`src/rtl/ram_ctrl_pkg.sv`:
```
// Shared widths and FSM state encoding for the RAM access controller.
package ram_ctrl_pkg;

    localparam int ADDR_W = 4;
    localparam int DATA_W = 2;
    localparam int DEPTH  = 16;

    localparam logic [ADDR_W-1:0] LAST_ADDR = ADDR_W'(DEPTH - 1);

    typedef enum logic [2:0] {
        ST_IDLE       = 3'd0,
        ST_WRITE      = 3'd1,
        ST_READ_ADDR  = 3'd2,
        ST_READ_LATCH = 3'd3,
        ST_CLEAR      = 3'd4
    } state_t;

endpackage

```
`src/rtl/key_debounce.sv`:
```
// Push-button conditioner: two-flop synchronizer, stability counter and a
// one-cycle press pulse on each accepted rising level.
module key_debounce #(
    parameter int DEBOUNCE_CYCLES = 250000
) (
    input  logic clk,
    input  logic rst,
    input  logic key,
    output logic press
);

    localparam int CNT_W = $clog2(DEBOUNCE_CYCLES + 1);
    localparam logic [CNT_W-1:0] CNT_DONE = CNT_W'(DEBOUNCE_CYCLES);

    logic             sync1_r;
    logic             sync2_r;
    logic             level_r;
    logic             press_r;
    logic [CNT_W-1:0] cnt_r;

    // Synchronize, then accept a new level only after it has held for the full window.
    always_ff @(posedge clk or posedge rst) begin
        if (rst) begin
            sync1_r <= 1'b0;
            sync2_r <= 1'b0;
            level_r <= 1'b0;
            press_r <= 1'b0;
            cnt_r   <= '0;
        end else begin
            sync1_r <= key;
            sync2_r <= sync1_r;
            press_r <= 1'b0;
            if (sync2_r == level_r) begin
                cnt_r <= '0;
            end else if (cnt_r == CNT_DONE) begin
                cnt_r   <= '0;
                level_r <= sync2_r;
                press_r <= sync2_r;
            end else begin
                cnt_r <= cnt_r + CNT_W'(1);
            end
        end
    end

    assign press = press_r;

endmodule

```
`src/rtl/ram_access_ctrl.sv`:
```
// Key-driven sequencer producing registered write, read and clear controls
// for the 16x2 dual-port RAM display stage.
module ram_access_ctrl
    import ram_ctrl_pkg::*;
#(
    parameter int DEBOUNCE_CYCLES = 250000
) (
    input  logic              clk,
    input  logic              rst,
    input  logic              key_wr,
    input  logic              key_rd,
    input  logic              key_clr,
    input  logic [DATA_W-1:0] sw_data,
    output logic              en,
    output logic              we,
    output logic [ADDR_W-1:0] inaddr,
    output logic [ADDR_W-1:0] outaddr,
    output logic [DATA_W-1:0] din,
    output logic              busy,
    output logic [ADDR_W-1:0] wr_ptr,
    output logic [ADDR_W-1:0] rd_ptr
);

    logic press_wr_s, press_rd_s, press_clr_s;

    key_debounce #(.DEBOUNCE_CYCLES(DEBOUNCE_CYCLES)) u_db_wr  (.clk(clk), .rst(rst), .key(key_wr),  .press(press_wr_s));
    key_debounce #(.DEBOUNCE_CYCLES(DEBOUNCE_CYCLES)) u_db_rd  (.clk(clk), .rst(rst), .key(key_rd),  .press(press_rd_s));
    key_debounce #(.DEBOUNCE_CYCLES(DEBOUNCE_CYCLES)) u_db_clr (.clk(clk), .rst(rst), .key(key_clr), .press(press_clr_s));

    state_t            state_r, state_s;
    logic              en_r, en_s, we_r, we_s, busy_r;
    logic [ADDR_W-1:0] inaddr_r, inaddr_s, outaddr_r, outaddr_s;
    logic [ADDR_W-1:0] wr_ptr_r, wr_ptr_s, rd_ptr_r, rd_ptr_s, clr_cnt_r, clr_cnt_s;
    logic [DATA_W-1:0] din_r, din_s;

    // Next state and next output values; outputs are registered alongside the state.
    always_comb begin
        state_s   = state_r;
        en_s      = 1'b0;
        we_s      = 1'b0;
        din_s     = '0;
        inaddr_s  = inaddr_r;
        outaddr_s = outaddr_r;
        wr_ptr_s  = wr_ptr_r;
        rd_ptr_s  = rd_ptr_r;
        clr_cnt_s = clr_cnt_r;
        case (state_r)
            ST_IDLE: begin
                if (press_clr_s) begin
                    state_s   = ST_CLEAR;
                    en_s      = 1'b1;
                    we_s      = 1'b1;
                    inaddr_s  = '0;
                    clr_cnt_s = '0;
                end else if (press_wr_s) begin
                    state_s  = ST_WRITE;
                    en_s     = 1'b1;
                    we_s     = 1'b1;
                    inaddr_s = wr_ptr_r;
                    din_s    = sw_data;
                end else if (press_rd_s) begin
                    state_s   = ST_READ_ADDR;
                    outaddr_s = rd_ptr_r;
                end else begin
                    state_s = ST_IDLE;
                end
            end
            ST_WRITE: begin
                state_s  = ST_IDLE;
                wr_ptr_s = wr_ptr_r + ADDR_W'(1);
            end
            ST_READ_ADDR: begin
                // RAM has registered outaddr; data is valid during the latch cycle.
                state_s = ST_READ_LATCH;
                en_s    = 1'b1;
            end
            ST_READ_LATCH: begin
                state_s  = ST_IDLE;
                rd_ptr_s = rd_ptr_r + ADDR_W'(1);
            end
            ST_CLEAR: begin
                if (clr_cnt_r == LAST_ADDR) begin
                    state_s  = ST_IDLE;
                    wr_ptr_s = '0;
                    rd_ptr_s = '0;
                end else begin
                    clr_cnt_s = clr_cnt_r + ADDR_W'(1);
                    en_s      = 1'b1;
                    we_s      = 1'b1;
                    inaddr_s  = clr_cnt_r + ADDR_W'(1);
                end
            end
            default: begin
                state_s = ST_IDLE;
            end
        endcase
    end

    // State, pointer and output registers.
    always_ff @(posedge clk or posedge rst) begin
        if (rst) begin
            state_r   <= ST_IDLE;
            en_r      <= 1'b0;
            we_r      <= 1'b0;
            busy_r    <= 1'b0;
            din_r     <= '0;
            inaddr_r  <= '0;
            outaddr_r <= '0;
            wr_ptr_r  <= '0;
            rd_ptr_r  <= '0;
            clr_cnt_r <= '0;
        end else begin
            state_r   <= state_s;
            en_r      <= en_s;
            we_r      <= we_s;
            busy_r    <= (state_s != ST_IDLE);
            din_r     <= din_s;
            inaddr_r  <= inaddr_s;
            outaddr_r <= outaddr_s;
            wr_ptr_r  <= wr_ptr_s;
            rd_ptr_r  <= rd_ptr_s;
            clr_cnt_r <= clr_cnt_s;
        end
    end

    assign en      = en_r;
    assign we      = we_r;
    assign din     = din_r;
    assign inaddr  = inaddr_r;
    assign outaddr = outaddr_r;
    assign busy    = busy_r;
    assign wr_ptr  = wr_ptr_r;
    assign rd_ptr  = rd_ptr_r;

endmodule

```
`config.mk`:
```
export PLATFORM = sky130hd
export DESIGN_NAME = ram_access_ctrl
export DESIGN_NICKNAME = d
export VERILOG_FILES = /design/src/rtl/ram_ctrl_pkg.sv /design/src/rtl/key_debounce.sv /design/src/rtl/ram_access_ctrl.sv
export SDC_FILE = /design/constraint.sdc
export NUM_CORES = 1
export LEC_CHECK = 0
export BUFFER_PORTS_ARGS = -buffer_cell sky130_fd_sc_hd__buf_2
export CORE_MARGIN = 4
export CORE_UTILIZATION = 30
export CTS_BUF_LIST = sky130_fd_sc_hd__clkbuf_4
export DETAILED_ROUTE_END_ITERATION = 7
export PLACE_DENSITY = 0.43
export SKIP_LAST_GASP = 1
export SLEW_MARGIN = 15
export SYNTH_ARGS = -nofsm -noshare
export SYNTH_HDL_FRONTEND = slang
export SYNTH_SLANG_ARGS = --single-unit
```
`constraint.sdc`:
```
create_clock -name clk -period 7.8 [get_ports clk]
set_input_delay 1.17 -clock clk [delete_from_list [all_inputs] [get_ports clk]]
set_output_delay 1.17 -clock clk [all_outputs]
set_load 0.1 [all_outputs]
```
==> metrics.csv <==
metric,value,unit
grt_pass1_wl,15630,um
synth_fp_nets,459,
slowest_delay,0.49,ns
clkTransAtPathRegs,0.16,ns
clock_latency,0.46,ns
routedWlPerCell,13.57,um
dp_hpwl,6130,um
crit_path_end,wr_ptr[0],
totalWireLength,8982,um
worst_slew_pin_slew,1.063,ns
die_area,16980,sq um
ant_nets,0,
fp.coreArea,14590,sq um
cts-buffers-inserted,9,
antenna_found_initial,1,
reg2reg_depth,4,
ir_drop,0.00007155,V
setup_slack,5.208,ns
status,"complete, no violations",
post-route-min-period,2.592,ns
r2r-end,u_db_rd.cnt_r[9],
rsz0062_at_grt,false,
cp.depth,1,
ctsResizeCount,0,
slew_viol_final,0,
ys_warn_count,0,
worstPathRequired,6.63,ns
fp.dieH,130.3,um
cpLargestDelayFamily,flip-flops,
die_x,130.3,um
syn_inst,443,
fin_tns_setup,0,ns
cap_violations,0,
startpoint,wr_ptr[0],
fmax,0.3858,GHz
overflow,0,
post-route-drc-count,0,
cts_tree,yes,
critPathArrivalTime,1.42,ns
netlist_area,4488,sq um
syn_avg_cell_area,10.13,sq um
areaGrowthSynthToFinish,9.730,%
max-slew-margin-rel,28.68,%
reg2reg_slack,5.72,ns
num_io_pins,28,
clock-root-buffer,clkbuf_4,
routabilityCongestion,0.7688,
synth-seq-area-share,52.41,%
row_count,44,
hp-class,reg -> reg,
setup_viol,0,
crit_type,reg -> out,
initial_utilization,30.76,%
dpl-instance-area,4788,sq um
num-nets-final,487,
fin_skew,0.01471,ns
async_flop_share,100.0,%
drt_iter0_drc,137,
cp_slowest_cell,dfrtp_1,
h-tree-depth,3,
track_usage,11.59,%
postCtsSetupBuffers,0,
cellPowerDensity,155.4,nW/um^2
critPathBufInv,1,
clkSinkCount,94,
drive_above_1_share,13.03,%
end_kind,output port,
p_leak,2.174,nW
ys_ff_latch,94,
first_pass_iters,4,
grt_pass1_vias,3146,
synth-edff-count,0,
fin_crit_sh,33.23,%
worstPathCellList,buf_2,
hold_viol_final,0,
reg2reg_from,u_db_rd.cnt_r[10],
hold_slack,0.3644,ns
clockBufferDepth,2,
cts_hold_buf,0,
start_kind,flip-flop,
crit_fanout,6,
num_vias,3263,
viasPerCell,4.929,
synth_flop_cell,dfrtp_1,
fin_area,4925,sq um
grt_max_degree,82,
ys_types,46,
io_buffers,27,
pre_cts_ws,5.317,ns
[power by group]
| group | internal (mW) | switching, mW | leakage, nW |
|---|---|---|---|
| registers | 0.493 | 0.00596 | 1.29 |
| logic | 0.00862 | 0.0201 | 0.824 |
| clock network | 0.0677 | 0.170 | 0.0579 |
[per-layer routing]
| layer | up-vias | track usage (%) | share of wire, % |
|---|---|---|---|
| met5 | - | 0 | 0 |
| met4 | 0 | 5.379 | 2.1 |
| met3 | 15 | 2.497 | 3.6 |
| met2 | 45 | 17.80 | 45 |
| met1 | 1600 | 15.64 | 49 |
| li1 | 1603 | - | - |
[through the flow]
stage	power (mW)	std cells	utilization (%)
floorplan	0.5294	443	-
global placement	0.5368	643	32.82
detailed placement	0.5372	643	32.82
CTS	0.7832	659	33.58
global route	0.8077	662	33.76
finish	0.7654	662	33.76
[registers in the layout, summed over array words and instances (netlist names), 4 cells and up]
register	cells
u_db_clr.cnt_r	18
clr_cnt_r	4
rd_ptr	4
outaddr	4
u_db_rd.cnt_r	18
inaddr	4
wr_ptr	4
u_db_wr.cnt_r	18
[final cells by class]
| class | instances | area, sq um |
|---|---|---|
| fill | 1518 | 9664 |
| sequential | 94 | 2352 |
| multi-input combinational | 319 | 1993 |
| tap | 184 | 230.2 |
| timing repair buffer | 29 | 162.7 |
| clock buffer | 10 | 75.07 |
| inverter | 18 | 70.07 |
| clock inverter | 6 | 36.28 |
| antenna | 2 | 5.005 |
[how the worst min path moves through the flow]
stage                      from          endpoint  cells past startpoint
2_1_floorplan  u_db_clr.sync1_r  u_db_clr.sync2_r                      0
3_3_place_gp   u_db_clr.sync1_r  u_db_clr.sync2_r                      0
3_5_place_dp    u_db_wr.sync1_r   u_db_wr.sync2_r                      0
4_1_cts         u_db_rd.sync1_r   u_db_rd.sync2_r                      0
5_1_grt         u_db_wr.sync1_r   u_db_wr.sync2_r                      0
6_report        u_db_rd.sync1_r   u_db_rd.sync2_r                      0
[placed cells by master (no fill, tap or decap), drive strengths merged, types with 2 or more instances in the layout]
master,n
and3,10
nor2,72
clkbuf,10
dfrtp,94
and4,4
buf,29
a211oi,2
nand4b,4
o21ai,13
nand4,19
and2,2
inv,19
xnor2,32
nor4,17
nand2,32
and3b,2
a21oi,7
clkinvlp,2
clkinv,3
or3,2
mux2,12
diode,2
xor2,18
ha,9
nor3,15
nor3b,4
a41o,2
o31ai,2
nand3,25
[cells by family (layout without fill, tap and decap cells)]
group / after synthesis / after routing / synth area share [%]
AOI/OAI and AO/OA: 31 / 31 / 4.321
xor gates and xnor gates: 50 / 50 / 9.757
adders and majority gates: 9 / 9 / 2.509
buffers and inverters: 30 / 63 / 3.178
DFF: 94 / 94 / 52.41
muxes: 12 / 12 / 3.011
other: 0 / 2 / 0
and+or+nand+nor: 217 / 217 / 24.81
[synthesized netlist by cell type (2+ instances only)]
cell type | count | area share, %
nand4_1 | 18 | 2.5
nand3_1 | 25 | 2.8
a21oi_1 | 7 | 0.78
nor3_1 | 14 | 1.6
and3_1 | 10 | 1.4
mux2_2 | 12 | 3.0
clkbuf_1 | 5 | 0.42
inv_1 | 18 | 1.5
o31ai_1 | 2 | 0.33
or3_1 | 2 | 0.28
xnor2_1 | 32 | 6.2
and3b_1 | 2 | 0.39
and4_1 | 3 | 0.59
nor3b_1 | 4 | 0.67
dfrtp_1 | 94 | 52
nand2_1 | 32 | 2.7
nor2_1 | 72 | 6.0
nor4_1 | 17 | 2.4
o21ai_0 | 12 | 1.3
a211oi_1 | 2 | 0.33
and2_1 | 2 | 0.28
nand4b_1 | 4 | 0.78
buf_2 | 5 | 0.56
a41o_1 | 2 | 0.45
ha_1 | 9 | 2.5
xor2_1 | 18 | 3.5
No activity file was read; power rests on OpenSTA's default activity.
